**src/rtl/registers_wr_arbiter.sv**
```systemverilog
`default_nettype none
// =============================================================================
// registers_wr_arbiter: write-port arbiter, load-return FIFO and read hazard /
// read pipeline control for the shared per-thread register file.
// Revision: 1.0
// =============================================================================
module registers_wr_arbiter #(
  parameter int WIDTH         = 16,
  parameter int N_THREADS     = 6,
  parameter int N_THREADS_MSB = $clog2(N_THREADS) - 1,
  parameter int FIFO_DEPTH    = 4,
  parameter int HIGH_WATER    = 3
) (
  input  logic                           CLK,
  input  logic                           rst_n,
  input  logic                           mem_wr_valid,
  input  logic [WIDTH-1:0]               mem_wr_data,
  input  logic [3:0]                     mem_wr_addr,
  input  logic [N_THREADS_MSB:0]         mem_wr_thread,
  output logic                           mem_almost_full,
  output logic                           mem_overflow,
  input  logic [2:0]                     eu_valid,
  output logic [2:0]                     eu_ready,
  input  logic [11:0]                    eu_addr,
  input  logic [3*(N_THREADS_MSB+1)-1:0] eu_thread,
  input  logic                           rd_req,
  input  logic [3:0]                     rd_addr_in,
  input  logic [N_THREADS_MSB:0]         rd_thread_in,
  output logic                           rd_ready,
  output logic                           rd_valid,
  output logic [WIDTH-1:0]               mem_din,
  output logic [1:0]                     reg_din_select,
  output logic                           mem_wr_en,
  output logic                           wr_en,
  output logic [3:0]                     wr_addr,
  output logic [N_THREADS_MSB:0]         wr_thread_num,
  output logic [3:0]                     rd_addr,
  output logic [N_THREADS_MSB:0]         rd_thread_num,
  output logic                           rd_en0,
  output logic                           rd_en1
);
  localparam int TW = N_THREADS_MSB + 1;
  localparam int PW = $clog2(FIFO_DEPTH);
  localparam int CW = $clog2(FIFO_DEPTH + 1);
  localparam logic [CW-1:0] FULL_CNT = CW'(FIFO_DEPTH);
  localparam logic [CW-1:0] AF_CNT   = CW'(FIFO_DEPTH - 1);
  localparam logic [CW-1:0] HW_CNT   = CW'(HIGH_WATER);

  logic [WIDTH-1:0] fifo_data   [FIFO_DEPTH];
  logic [3:0]       fifo_addr   [FIFO_DEPTH];
  logic [TW-1:0]    fifo_thread [FIFO_DEPTH];
  logic [PW-1:0]    wr_ptr, rd_ptr, offset;
  logic [CW-1:0]    count;
  logic [1:0]       rr_ptr, grant_idx, cand;
  logic [3:0]       req;
  logic             grant_any, pop, push, push_ok, hazard;

  // Requester 0 is the FIFO head; 1..3 are the execution units.
  assign req = {eu_valid, (count != '0)};

  always_comb begin
    grant_any = 1'b0;
    grant_idx = 2'd0;
    cand      = 2'd0;
    if (rst_n) begin
      if (count >= HW_CNT) begin
        grant_any = 1'b1;
      end else begin
        for (int k = 0; k < 4; k++) begin
          cand = rr_ptr + 2'(k);
          if (!grant_any && req[cand]) begin
            grant_any = 1'b1;
            grant_idx = cand;
          end
        end
      end
    end
  end

  assign pop            = grant_any && (grant_idx == 2'd0);
  assign mem_wr_en      = pop;
  assign wr_en          = grant_any && (grant_idx != 2'd0);
  assign reg_din_select = grant_any ? grant_idx : 2'd0;
  assign mem_din        = fifo_data[rd_ptr];

  always_comb begin
    wr_addr       = fifo_addr[rd_ptr];
    wr_thread_num = fifo_thread[rd_ptr];
    eu_ready      = 3'b000;
    for (int i = 0; i < 3; i++) begin
      if (wr_en && (grant_idx == 2'(i + 1))) begin
        eu_ready[i]   = 1'b1;
        wr_addr       = eu_addr[4*i +: 4];
        wr_thread_num = eu_thread[TW*i +: TW];
      end
    end
  end

  // A read must not overtake any write still queued or being performed.
  always_comb begin
    hazard = 1'b0;
    offset = '0;
    if ((mem_wr_en || wr_en) && (wr_addr == rd_addr_in) && (wr_thread_num == rd_thread_in))
      hazard = 1'b1;
    for (int i = 0; i < FIFO_DEPTH; i++) begin
      offset = PW'(i) - rd_ptr;
      if ((CW'(offset) < count) && (fifo_addr[i] == rd_addr_in) && (fifo_thread[i] == rd_thread_in))
        hazard = 1'b1;
    end
    for (int i = 0; i < 3; i++) begin
      if (eu_valid[i] && (eu_addr[4*i +: 4] == rd_addr_in) && (eu_thread[TW*i +: TW] == rd_thread_in))
        hazard = 1'b1;
    end
  end

  assign rd_ready        = rst_n && rd_req && !hazard;
  assign rd_en0          = rd_req && rd_ready;
  assign rd_addr         = rd_addr_in;
  assign rd_thread_num   = rd_thread_in;
  assign mem_almost_full = (count >= AF_CNT);

  // A full FIFO still accepts a push when the head leaves in the same cycle.
  assign push    = rst_n && mem_wr_valid;
  assign push_ok = push && ((count != FULL_CNT) || pop);

  always_ff @(posedge CLK) begin
    if (!rst_n) begin
      wr_ptr       <= '0;
      rd_ptr       <= '0;
      count        <= '0;
      rr_ptr       <= 2'd0;
      mem_overflow <= 1'b0;
      rd_en1       <= 1'b0;
      rd_valid     <= 1'b0;
    end else begin
      if (push_ok) wr_ptr <= wr_ptr + 1'b1;
      if (pop)     rd_ptr <= rd_ptr + 1'b1;
      if (push_ok && !pop)      count <= count + 1'b1;
      else if (pop && !push_ok) count <= count - 1'b1;
      if (push && !push_ok) mem_overflow <= 1'b1;
      if (grant_any)        rr_ptr       <= grant_idx + 2'd1;
      rd_en1   <= rd_en0;
      rd_valid <= rd_en1;
    end
  end

  always_ff @(posedge CLK) begin
    if (push_ok) begin
      fifo_data[wr_ptr]   <= mem_wr_data;
      fifo_addr[wr_ptr]   <= mem_wr_addr;
      fifo_thread[wr_ptr] <= mem_wr_thread;
    end
  end
endmodule
`default_nettype wire

```
**config.mk**
```make
export PLATFORM = sky130hd
export DESIGN_NAME = registers_wr_arbiter
export DESIGN_NICKNAME = d
export VERILOG_FILES = /design/src/rtl/registers_wr_arbiter.sv
export SDC_FILE = /design/constraint.sdc
export NUM_CORES = 1
export LEC_CHECK = 0
export BUFFER_PORTS_ARGS = -buffer_cell sky130_fd_sc_hd__clkbuf_2
export CAP_MARGIN = 25
export CORE_ASPECT_RATIO = 0.8
export CORE_MARGIN = 8
export CORE_UTILIZATION = 51
export DETAILED_ROUTE_END_ITERATION = 10
export PLACE_DENSITY_LB_ADDON = 0.2
export SLEW_MARGIN = 20
export SYNTH_ARGS = -nofsm -noshare
export SYNTH_HDL_FRONTEND = slang
export SYNTH_SLANG_ARGS = --single-unit
```
**constraint.sdc**
```tcl
create_clock -name CLK -period 4.4 [get_ports CLK]
set_clock_uncertainty 0.2 [all_clocks]
set_input_delay 0.88 -clock CLK [delete_from_list [all_inputs] [get_ports CLK]]
set_output_delay 0.88 -clock CLK [all_outputs]
set_load 0.01 [all_outputs]
```
==> impl_metrics.env, run 1 <==
export IMPL_grt_pass1_wl_mm=21.5
export IMPL_ys_flop_type="edfxtp_1"
export IMPL_diodes=0
export IMPL_grt_max_degree=24
export IMPL_setup_ws_ns=-0.196
export IMPL_clock_path_buffers=2
export IMPL_powerDensity_nw_per_um2=523
export IMPL_worst_pin_slew_ns=0.516
export IMPL_fmax_ghz=0.218
export IMPL_crit_path_max_fanout=7
export IMPL_top_layer="met5"
export IMPL_wl_met2_mm=6.61
export IMPL_layout_nets=621
export IMPL_die_w_um=132
export IMPL_via_per_inst=5.50
export IMPL_drive_above_1_share_pct=43.0
export IMPL_syn_area_um2=5480
export IMPL_start_kind="flop"
export IMPL_tritoncts="done"
export IMPL_synth_seq_cells=106
export IMPL_reg2reg_from="count[2]"
export IMPL_num_io_pins=101
export IMPL_hp_start="mem_overflow"
export IMPL_synth_edf_count=92
export IMPL_hold_viol=0
export IMPL_mostFrequentLayoutCells="clkbuf_2 (99), edfxtp_1 (92), buf_4 (59)"
export IMPL_rrSetupSlack_ns=0.48
export IMPL_leakagePower_uw=0.00264
export IMPL_placementRows=34
export IMPL_clk_latency_ns=0.35
export IMPL_yosys_warnings=0
export IMPL_antenna_found_initial=1
export IMPL_period_share_pct=104
export IMPL_io_buffers=100
export IMPL_hpwl_mm=10.2
export IMPL_arrival_ns=3.52
export IMPL_syn_instance_count=407
export IMPL_wl_mm=13.8
export IMPL_drc=0
export IMPL_status="finished with violations"
export IMPL_final_common_cell="clkbuf_2"
export IMPL_setup_viol=2
export IMPL_r2r_cells=15
export IMPL_die_height_um=109
export IMPL_drt_pass1_iter_count=5
export IMPL_ir_drop_uv=304
export IMPL_min_period_ns=4.60
export IMPL_slew_headroom_pct=65.3
export IMPL_synthesis_nets=479
export IMPL_wl_met1_mm=6.08
export IMPL_routed_via_count=3838
export IMPL_core_area_um2=10700
export IMPL_clk_pin_slew_worst_paths_ns=0.07
export IMPL_cp_end_kind="primary output"
export IMPL_wl_met3_mm=1.01
export IMPL_design_die_area_um2=14300
export IMPL_grt_setup_unrepaired="yes"
export IMPL_maxCapViolCount=0
export IMPL_numCtsBuffers=9
export IMPL_grt_pass1_vias=3844
export IMPL_drtIter0Drc=331
export IMPL_slew_violations=0
export IMPL_hp_class="reg2reg"
export IMPL_min_path_cells=1
export IMPL_synthToLayoutAreaGrowth_pct=25.9
export IMPL_reg2reg_to="count[2]"
export IMPL_synth_async_sr_flop_share_pct=0
export IMPL_grt_total_usage_pct=19.3
export IMPL_gp_congestion=0.895
export IMPL_p_total_uw=3610
export IMPL_routedWlPerCell_um=19.8
export IMPL_holdPathEnd="mem_overflow"
export IMPL_grt_overflow=0
export IMPL_cts_sinks=106
export IMPL_cp_required_ns=3.32
export IMPL_clock_root_buffer="clkbuf_16"
export IMPL_fillers=809
export IMPL_seq_area_frac_synth_pct=55.5
export IMPL_syn_avg_cell_area_um2=13.5
export IMPL_ant_nets=0
export IMPL_violations="negative setup slack"
export IMPL_synth_cell_types=62
export IMPL_start_util_pct=51.3
export IMPL_htreeDepth=3
export IMPL_crit_type="reg2out"
export IMPL_place_ws_ns=-0.296
-- layer usage --
layer,vias to the layer above,GRT usage (%)
li1,1820,-
met4,2,3.27
met3,11,5.85
met5,-,0
met2,118,31.2
met1,1887,25.8
-- critical path: stages, from the launching register on --
cell,delay (ns)
dfxtp_4,0.38
or3_4,0.44
a21oi_2,0.14
o21ai_1,0.09
nor3_2,0.26
inv_2,0.09
ha_4,0.18
nor2b_4,0.13
o21ai_4,0.09
inv_4,0.09
mux2i_4,0.24
o41a_1,0.19
nand4_1,0.17
nor4b_4,0.36
a41oi_2,0.16
buf_2,0.16
-- area by class of cell --
type	instances	area [µm²]	share of cell area [%]
Timing Repair Buffer	161	975	14.1
Sequential cell	106	3050	44.2
Tap cell	144	180	2.61
Inverter	21	82.6	1.20
Multi-Input combinational cell	250	2320	33.6
Clock inverter	6	61.3	0.888
Clock buffer	10	229	3.32
-- registers in the layout (all words and copies together) (netlist names), named ones only --
| signal | cells |
|---|---|
| fifo_addr | 16 |
| wr_ptr | 2 |
| count | 3 |
| rd_valid | 1 |
| fifo_thread | 12 |
| mem_overflow | 1 |
| fifo_data | 64 |
| rd_ptr | 2 |
| rd_en1 | 1 |
| rr_ptr | 2 |
-- cell usage after synthesis, types with 4 or more instances --
cell type  count  area [µm²]
ha_1          13         163
o22ai_1        4        25.0
and2_1         6        37.5
nor4_1         6        37.5
nor2_1        23        86.3
xor2_1        29         254
a211oi_1       4        30.0
edfxtp_1      92        2760
buf_2         13        65.1
nand2_1       10        37.5
nor3_1         6        30.0
a21oi_1       13        65.1
o21ai_1        4        20.0
buf_4          8        60.1
nand4_1       10        62.6
nand3_1        4        20.0
mux4_2        23         518
inv_1         19        71.3
o21ai_0       12        60.1
clkbuf_1       6        22.5
xnor2_1       29         254
dfxtp_1       14         280
-- report_power, final --
part           internal, µW  switching, µW
logic                   786            789
registers              1170           98.5
clock network           397            371
total                  2350           1260
-- cell families after synthesis --
group	after synthesis	synth area share [%]
AOI/OAI and AO/OA	68	8.42
xor gates and xnor gates	58	9.27
adders and majority gates	14	3.33
buffers and inverters	51	4.61
DFF	106	55.5
muxes	25	10.0
and+or+nand+nor	85	8.81
-- what timing repair did --
| action | CTS | global route |
|---|---|---|
| hold buffers | 0 | 0 |
| gates resized for setup | 16 | 21 |
| endpoints found under the setup margin | 5 | 7 |
| setup buffers | 7 | 3 |
| pin swaps | 9 | 12 |
-- per-stage QoR --
| stage | cells | area, µm² | TNS [ns] | utilization, % | hold WS, ns |
|---|---|---|---|---|---|
| CTS | 695 | 6800 | -0.370 | 63.7 | 0.275 |
| finish | 698 | 6900 | -0.368 | 64.6 | 0.270 |
| detailed placement | 672 | 6400 | -0.567 | 60.0 | 0.257 |
| global placement | 672 | 6400 | -0.234 | 60.0 | 0.250 |
| global route | 698 | 6900 | -0.715 | 64.6 | 0.298 |
| floorplan | 407 | 5500 | 0 | - | 0.304 |
-- how the worst max path moves through the flow --
stage | cells after the start | to | startpoint
floorplan | 15 | rd_ready | rst_n
global placement | 14 | rd_ready | eu_valid[1]
detailed placement | 16 | rd_ready | eu_valid[1]
CTS | 16 | rd_ready | count[1]
global route | 17 | rd_ready | count[2]
finish | 15 | rd_ready | count[2]
(Power assumes the default switching activity.)
==> run 2, diff against run 1 <==
--- a/config.mk
+++ b/config.mk
@@ -5,6 +5,7 @@
 export SDC_FILE = /design/constraint.sdc
 export NUM_CORES = 1
 export LEC_CHECK = 0
+export ABC_AREA = 1
 export BUFFER_PORTS_ARGS = -buffer_cell sky130_fd_sc_hd__clkbuf_2
 export CAP_MARGIN = 25
 export CORE_ASPECT_RATIO = 0.8
==> run 2 against run 1 <==
  * The run still ends with negative setup slack left
  * Sequential cell count did not move
  * Power rose by 18%
  * Critical path type is now in2out
  * Critical endpoint is now rd_en0
  * Largest power group unchanged
  * Sequential power fell by 3%
  * Highest routed layer is now met4
==> impl_metrics.env, run 2 <==
export IMPL_status="finished with violations"
export IMPL_violations="negative setup slack"
export IMPL_grt_max_degree=47
export IMPL_start_kind="input port"
export IMPL_synthTopCellsByCount="edfxtp_1 (92), nand2_1 (77), nor2_1 (77)"
export IMPL_hold_slack_ns=0.248
export IMPL_worst_pin_slew_ns=0.882
export IMPL_synth_xor_area_share_pct=6.21
export IMPL_slew_violations=0
export IMPL_fillers=838
export IMPL_ys_flop_type="edfxtp_1"
export IMPL_crit_path_max_fanout=8
export IMPL_drtIter0Drc=353
export IMPL_ir_drop_uv=311
export IMPL_reg2reg_from="count[2]"
export IMPL_top_regs="fifo_data (64), fifo_addr (16), fifo_thread (12)"
export IMPL_placementRows=34
export IMPL_design_die_area_um2=14400
export IMPL_max_stage_delay_ns=0.55
export IMPL_synthSimpleGateAreaFrac_pct=16.4
export IMPL_diodes=0
export IMPL_globalRoute_busiestLayer="met2"
export IMPL_syn_avg_cell_area_um2=9.84
export IMPL_path_delay_family="simple AND/OR/NAND/NOR gates"
export IMPL_io_buffers=100
export IMPL_synth_seq_cells=106
export IMPL_synthesis_nets=631
export IMPL_grt_overflow=0
export IMPL_arrival_ns=3.62
export IMPL_clock_path_buffers=2
export IMPL_yosys_top_cells_area="edfxtp_1 (50%), nand2_1 (5.3%), nor2_1 (5.3%), dfxtp_1 (5.1%), o21ai_0 (4.7%)"
export IMPL_clk_pin_slew_worst_paths_ns=0.07
export IMPL_cp_end_kind="primary output"
export IMPL_crit_type="in2out"
export IMPL_grt_use_met2_pct=34.5
export IMPL_r2r_cells=23
export IMPL_num_io_pins=101
export IMPL_ant_nets=0
export IMPL_syn_area_um2=5500
export IMPL_htreeDepth=3
export IMPL_tns_ns=-0.662
export IMPL_clk_latency_ns=0.35
export IMPL_mostFrequentLayoutCells="clkbuf_2 (96), edfxtp_1 (92), nor2_1 (65)"
export IMPL_antenna_found_initial=0
export IMPL_numCtsBuffers=9
export IMPL_met3_usage_pct=4.74
export IMPL_drt_pass1_iter_count=5
export IMPL_synthToLayoutAreaGrowth_pct=28.9
export IMPL_drc=0
export IMPL_setup_ws_ns=-0.301
export IMPL_grt_total_usage_pct=20.3
export IMPL_gp_congestion=0.917
export IMPL_grt_pass1_wl_mm=23.3
export IMPL_grt_pass1_vias=4710
export IMPL_cp_buffers_inverters=6
export IMPL_syn_instance_count=559
export IMPL_hp_start="rd_en1"
export IMPL_setup_viol=5
export IMPL_cp_required_ns=3.32
export IMPL_hold_viol=0
export IMPL_wl_mm=14.7
export IMPL_synthAdderAreaFrac_pct=3.32
export IMPL_synth_async_sr_flop_share_pct=0
export IMPL_synth_most_common_cell="edfxtp_1"
export IMPL_p_total_uw=4270
export IMPL_grt_use_met1_pct=25.3
export IMPL_dp_cells=816
export IMPL_drive_above_1_share_pct=35.3
export IMPL_leakagePower_uw=0.00297
export IMPL_synth_cell_types=38
export IMPL_maxCapViolCount=0
export IMPL_rrSetupSlack_ns=0.37
export IMPL_hp_class="reg2reg"
export IMPL_start_util_pct=51.5
export IMPL_min_path_cells=2
export IMPL_fin_cells=849
export IMPL_largest_reg_flops=64
export IMPL_layout_nets=772
export IMPL_fmax_ghz=0.213
export IMPL_clock_root_buffer="clkbuf_16"
export IMPL_period_share_pct=107
export IMPL_routed_via_count=4621
export IMPL_min_period_ns=4.70
export IMPL_synthMuxAreaShare_pct=0
export IMPL_yosys_warnings=0
export IMPL_routedWlPerCell_um=17.3
export IMPL_core_area_um2=10700
export IMPL_reg2reg_to="count[2]"
export IMPL_die_w_um=132
export IMPL_synth_top_family_by_area="simple AND/OR/NAND/NOR gates"
export IMPL_slowest_stage="or4_4"
export IMPL_cts_sinks=106
export IMPL_via_per_inst=5.44
export IMPL_synth_edf_count=92
export IMPL_hpwl_mm=10.3
export IMPL_final_common_cell="clkbuf_2"
export IMPL_grt_setup_unrepaired="yes"
export IMPL_slew_headroom_pct=41.2
export IMPL_synth_largest_area_cell="edfxtp_1"
export IMPL_synth_top_area_share_pct=50.2
export IMPL_powerDensity_nw_per_um2=602
export IMPL_synth_compound_area_share_pct=12.4
export IMPL_holdPathEnd="rd_valid"
export IMPL_tritoncts="done"
export IMPL_die_height_um=109
export IMPL_largest_register="fifo_data"
export IMPL_seq_area_frac_synth_pct=55.3
export IMPL_holdBufCountCts=0
-- run 2: cell types whose count changed in the layout (fill, tap and decap cells not counted), moves of 9 or more --
cell | before | now
nand2_2 | 1 | 20
o21ai_0 | 9 | 52
nand3_1 | 4 | 17
o22ai_1 | 2 | 23
inv_1 | 15 | 39
nor2_1 | 21 | 65
xnor2_1 | 29 | 10
nand2_1 | 10 | 59
nor2_2 | 2 | 11
mux4_2 | 23 | 0
a21oi_1 | 9 | 18
-- run 2: metal layers --
metal	vias up	share of wire [%]
li1	2222	-
met1	2196	43
met2	181	49
met5	-	0
met4	0	1.7
met3	22	7.0
-- run 2: worst max-delay path by stage --
| stage | from | end | slack [ns] | depth (start not counted) |
|---|---|---|---|---|
| 3_3_place_gp | eu_valid[1] | rd_en0 | -0.26 | 24 |
| 2_1_floorplan | eu_valid[1] | fifo_addr[1][0] | -0.25 | 15 |
| 3_5_place_dp | eu_valid[1] | rd_ready | -0.41 | 23 |
| 6_report | eu_valid[1] | rd_en0 | -0.30 | 26 |
| 4_1_cts | eu_valid[1] | rd_ready | -0.23 | 27 |
| 5_1_grt | count[1] | rd_ready | -0.49 | 23 |
-- run 2: final cells by class --
| type | instances | area (µm²) | area share, % |
|---|---|---|---|
| Clock inverter | 7 | 63.8 | 0.900 |
| Inverter | 52 | 218 | 3.07 |
| Timing Repair Buffer | 160 | 1020 | 14.4 |
| Sequential cell | 106 | 3040 | 43.0 |
| Clock buffer | 9 | 225 | 3.18 |
| Multi-Input combinational cell | 371 | 2340 | 33.0 |
| Tap cell | 144 | 180 | 2.54 |
-- run 2: report_power, final --
| group | total (µW) | internal [µW] | switching, µW |
|---|---|---|---|
| logic | 2260 | 946 | 1320 |
| registers | 1230 | 1170 | 60.0 |
| clock network | 769 | 395 | 374 |
-- run 2: cells by family (layout without fill, tap and decap cells) --
group | after synthesis | after routing
AOI/OAI and AO/OA | 116 | 116
xor gates and xnor gates | 39 | 39
adders and majority gates | 14 | 14
buffers and inverters | 82 | 228
DFF | 106 | 106
and+or+nand+nor | 202 | 202
-- run 2: tightest hold or removal path: cells and delay by family (launching register included) --
| family | cells | cell delay [ns] |
|---|---|---|
| buffers and inverters | 1 | 0.03 |
| DFF | 1 | 0.32 |
| and+or+nand+nor | 1 | 0.06 |
-- run 2: repair_timing --
item                                    4_1_cts  5_1_grt
resized for setup                            38       46
gates cloned                                  1        0
endpoints found under the setup margin        6        9
endpoints found under the hold margin         0        0
pin swaps                                    22       32
setup buffers                                14        3
-- run 2: through the flow --
step / utilization [%] / setup slack [ns] / instance area [µm²]
after floorplan: - / -0.254 / 5500
after global placement: 59.8 / -0.263 / 6390
after detailed placement: 59.8 / -0.407 / 6390
after CTS: 65.0 / -0.233 / 6940
after global routing: 66.4 / -0.486 / 7090
final: 66.4 / -0.301 / 7090
==> run 3, diff against run 2 <==
--- a/config.mk
+++ b/config.mk
@@ -10,7 +10,7 @@
 export CAP_MARGIN = 25
 export CORE_ASPECT_RATIO = 0.8
 export CORE_MARGIN = 8
-export CORE_UTILIZATION = 51
+export CORE_UTILIZATION = 45
 export DETAILED_ROUTE_END_ITERATION = 10
 export PLACE_DENSITY_LB_ADDON = 0.2
 export SLEW_MARGIN = 20
==> run 3 against run 2 <==
  * The flow still finishes with violations (negative setup slack)
  * Hold slack improved by 0.012 ns
  * Sequential cell count did not move
  * Sequential share of layout area fell by 0.061 points
  * Highest routed layer unchanged
==> impl_metrics.env, run 3 (synthesis results as in run 2) <==
export IMPL_status="finished with violations"
export IMPL_violations="negative setup slack"
export IMPL_synthToLayoutAreaGrowth_pct=29.1
export IMPL_num_io_pins=101
export IMPL_design_die_area_um2=16000
export IMPL_largest_register="fifo_data"
export IMPL_routed_via_count=4454
export IMPL_period_share_pct=105
export IMPL_via_per_inst=5.26
export IMPL_ir_drop_uv=249
export IMPL_r2r_cells=26
export IMPL_clk_pin_slew_worst_paths_ns=0.07
export IMPL_maxCapViolCount=0
export IMPL_io_buffers=100
export IMPL_setup_viol=2
export IMPL_hpwl_mm=10.1
export IMPL_powerDensity_nw_per_um2=600
export IMPL_final_common_cell="clkbuf_2"
export IMPL_grt_pass1_wl_mm=22.4
export IMPL_rrSetupSlack_ns=0.48
export IMPL_slew_headroom_pct=43.4
export IMPL_p_seq_share_pct=28.8
export IMPL_clk_latency_ns=0.34
export IMPL_htreeDepth=3
export IMPL_p_switching_uw=1720
export IMPL_gp_congestion=0.894
export IMPL_p_int_uw=2540
export IMPL_drt_pass1_iter_count=5
export IMPL_p_total_uw=4250
export IMPL_cts_sinks=106
export IMPL_clock_root_buffer="clkbuf_16"
export IMPL_p_clk_share_pct=17.4
export IMPL_grt_total_usage_pct=17.8
export IMPL_hold_viol=0
export IMPL_fmax_ghz=0.216
export IMPL_grt_setup_unrepaired="yes"
export IMPL_fin_util_pct=58.8
export IMPL_antenna_found_initial=0
export IMPL_combPwrFrac_pct=53.8
export IMPL_leakagePower_uw=0.00295
export IMPL_slew_violations=0
export IMPL_top_regs="fifo_data (64), fifo_addr (16), fifo_thread (12)"
export IMPL_routedWlPerCell_um=17.2
export IMPL_start_util_pct=45.6
export IMPL_die_height_um=115
export IMPL_ant_nets=0
export IMPL_layout_nets=762
export IMPL_drtIter0Drc=317
export IMPL_mostFrequentLayoutCells="clkbuf_2 (94), edfxtp_1 (92), nor2_1 (64)"
export IMPL_crit_path_start="eu_valid[1]"
export IMPL_largest_reg_flops=64
export IMPL_clock_path_buffers=2
export IMPL_grt_max_degree=27
export IMPL_grt_overflow=0
export IMPL_crit_path_max_fanout=8
export IMPL_reg2reg_to="count[2]"
export IMPL_min_period_ns=4.62
export IMPL_drive_above_1_share_pct=34.0
export IMPL_switching_share_pct=40.4
export IMPL_grt_pass1_vias=4369
export IMPL_cp_end_kind="primary output"
export IMPL_tritoncts="done"
export IMPL_start_kind="input port"
export IMPL_reg2reg_from="rr_ptr[1]"
export IMPL_arrival_ns=3.54
export IMPL_place_ws_ns=-0.363
export IMPL_cp_required_ns=3.32
export IMPL_crit_type="in2out"
export IMPL_die_w_um=140
export IMPL_numCtsBuffers=9
export IMPL_wl_mm=14.5
export IMPL_placementRows=36
export IMPL_drc=0
export IMPL_hp_class="reg2reg"
export IMPL_core_area_um2=12100
export IMPL_hold_slack_ns=0.261
export IMPL_setup_ws_ns=-0.220
export IMPL_cp_endpoint="rd_en0"
export IMPL_worst_pin_slew_ns=0.848
export IMPL_diodes=0
==> run 3: critical path, cell delays in order <==
cell and delay, ns:
buf_6 0.10, inv_6 0.06, nand2_4 0.06, o21ai_4 0.07, nor2_2 0.06, a31oi_1 0.15, nand2_1 0.09, nand2_1 0.08
xor2_1 0.17, nand3_2 0.17, buf_6 0.17, inv_6 0.06, ha_4 0.13, inv_4 0.03, nor3_4 0.24, buf_12 0.17
a21oi_4 0.04, nand2_2 0.08, nand2_2 0.06, nand2_1 0.05, nand2_1 0.06, nor2_2 0.17, nand2_2 0.08, nor2_4 0.12
nor2_1 0.05, buf_2 0.13
==> run 3: worst min path at each step <==
stage | start | to | slack (ns) | cells past startpoint
6_report | mem_overflow | mem_overflow | 0.26 | 2
5_1_grt | rd_en1 | rd_valid | 0.30 | 2
4_1_cts | mem_overflow | mem_overflow | 0.27 | 2
3_5_place_dp | mem_overflow | mem_overflow | 0.25 | 2
3_3_place_gp | mem_overflow | mem_overflow | 0.23 | 2
2_1_floorplan | rd_en1 | rd_valid | 0.26 | 2
==> run 3: area by class of cell <==
class                           count  area (µm²)
Clock inverter                      6        51.3
Multi-Input combinational cell    371        2330
Sequential cell                   106        3040
Inverter                           52         218
Clock buffer                        9         225
Timing Repair Buffer              150        1040
Fill cell                        1072        4970
Tap cell                          152         190
==> run 3: repair_timing <==
item	4_1_cts	5_1_grt
setup buffers	10	6
endpoints found under the setup margin	4	9
cloned	2	0
resized for setup	55	39
pin swaps	15	28
hold buffers	0	0
==> run 3: through the flow <==
step | TNS (ns) | instances | area [µm²]
2_1_floorplan | -23.36 | 559 | 5500
3_3_place_gp | -0.521 | 820 | 6420
3_5_place_dp | -0.859 | 820 | 6420
4_1_cts | -0.356 | 845 | 7000
5_1_grt | -0.820 | 846 | 7100
6_report | -0.429 | 846 | 7100
==> run 3: per-layer routing <==
metal	part of all wire [%]	global-route usage (%)
met2	49	29.7
met1	44	23.1
met4	0.71	3.75
met5	0	0
met3	5.9	4.65
==> run 3: power groups by stage <==
stage          registers (µW)  clock network, µW  logic (µW)
6_report                 1220                742        2290
5_1_grt                  1230                798        2510
4_1_cts                  1220                760        2190
3_5_place_dp             1240                  0        1920
3_3_place_gp             1240                  0        1890
2_1_floorplan            1240                  0        1120
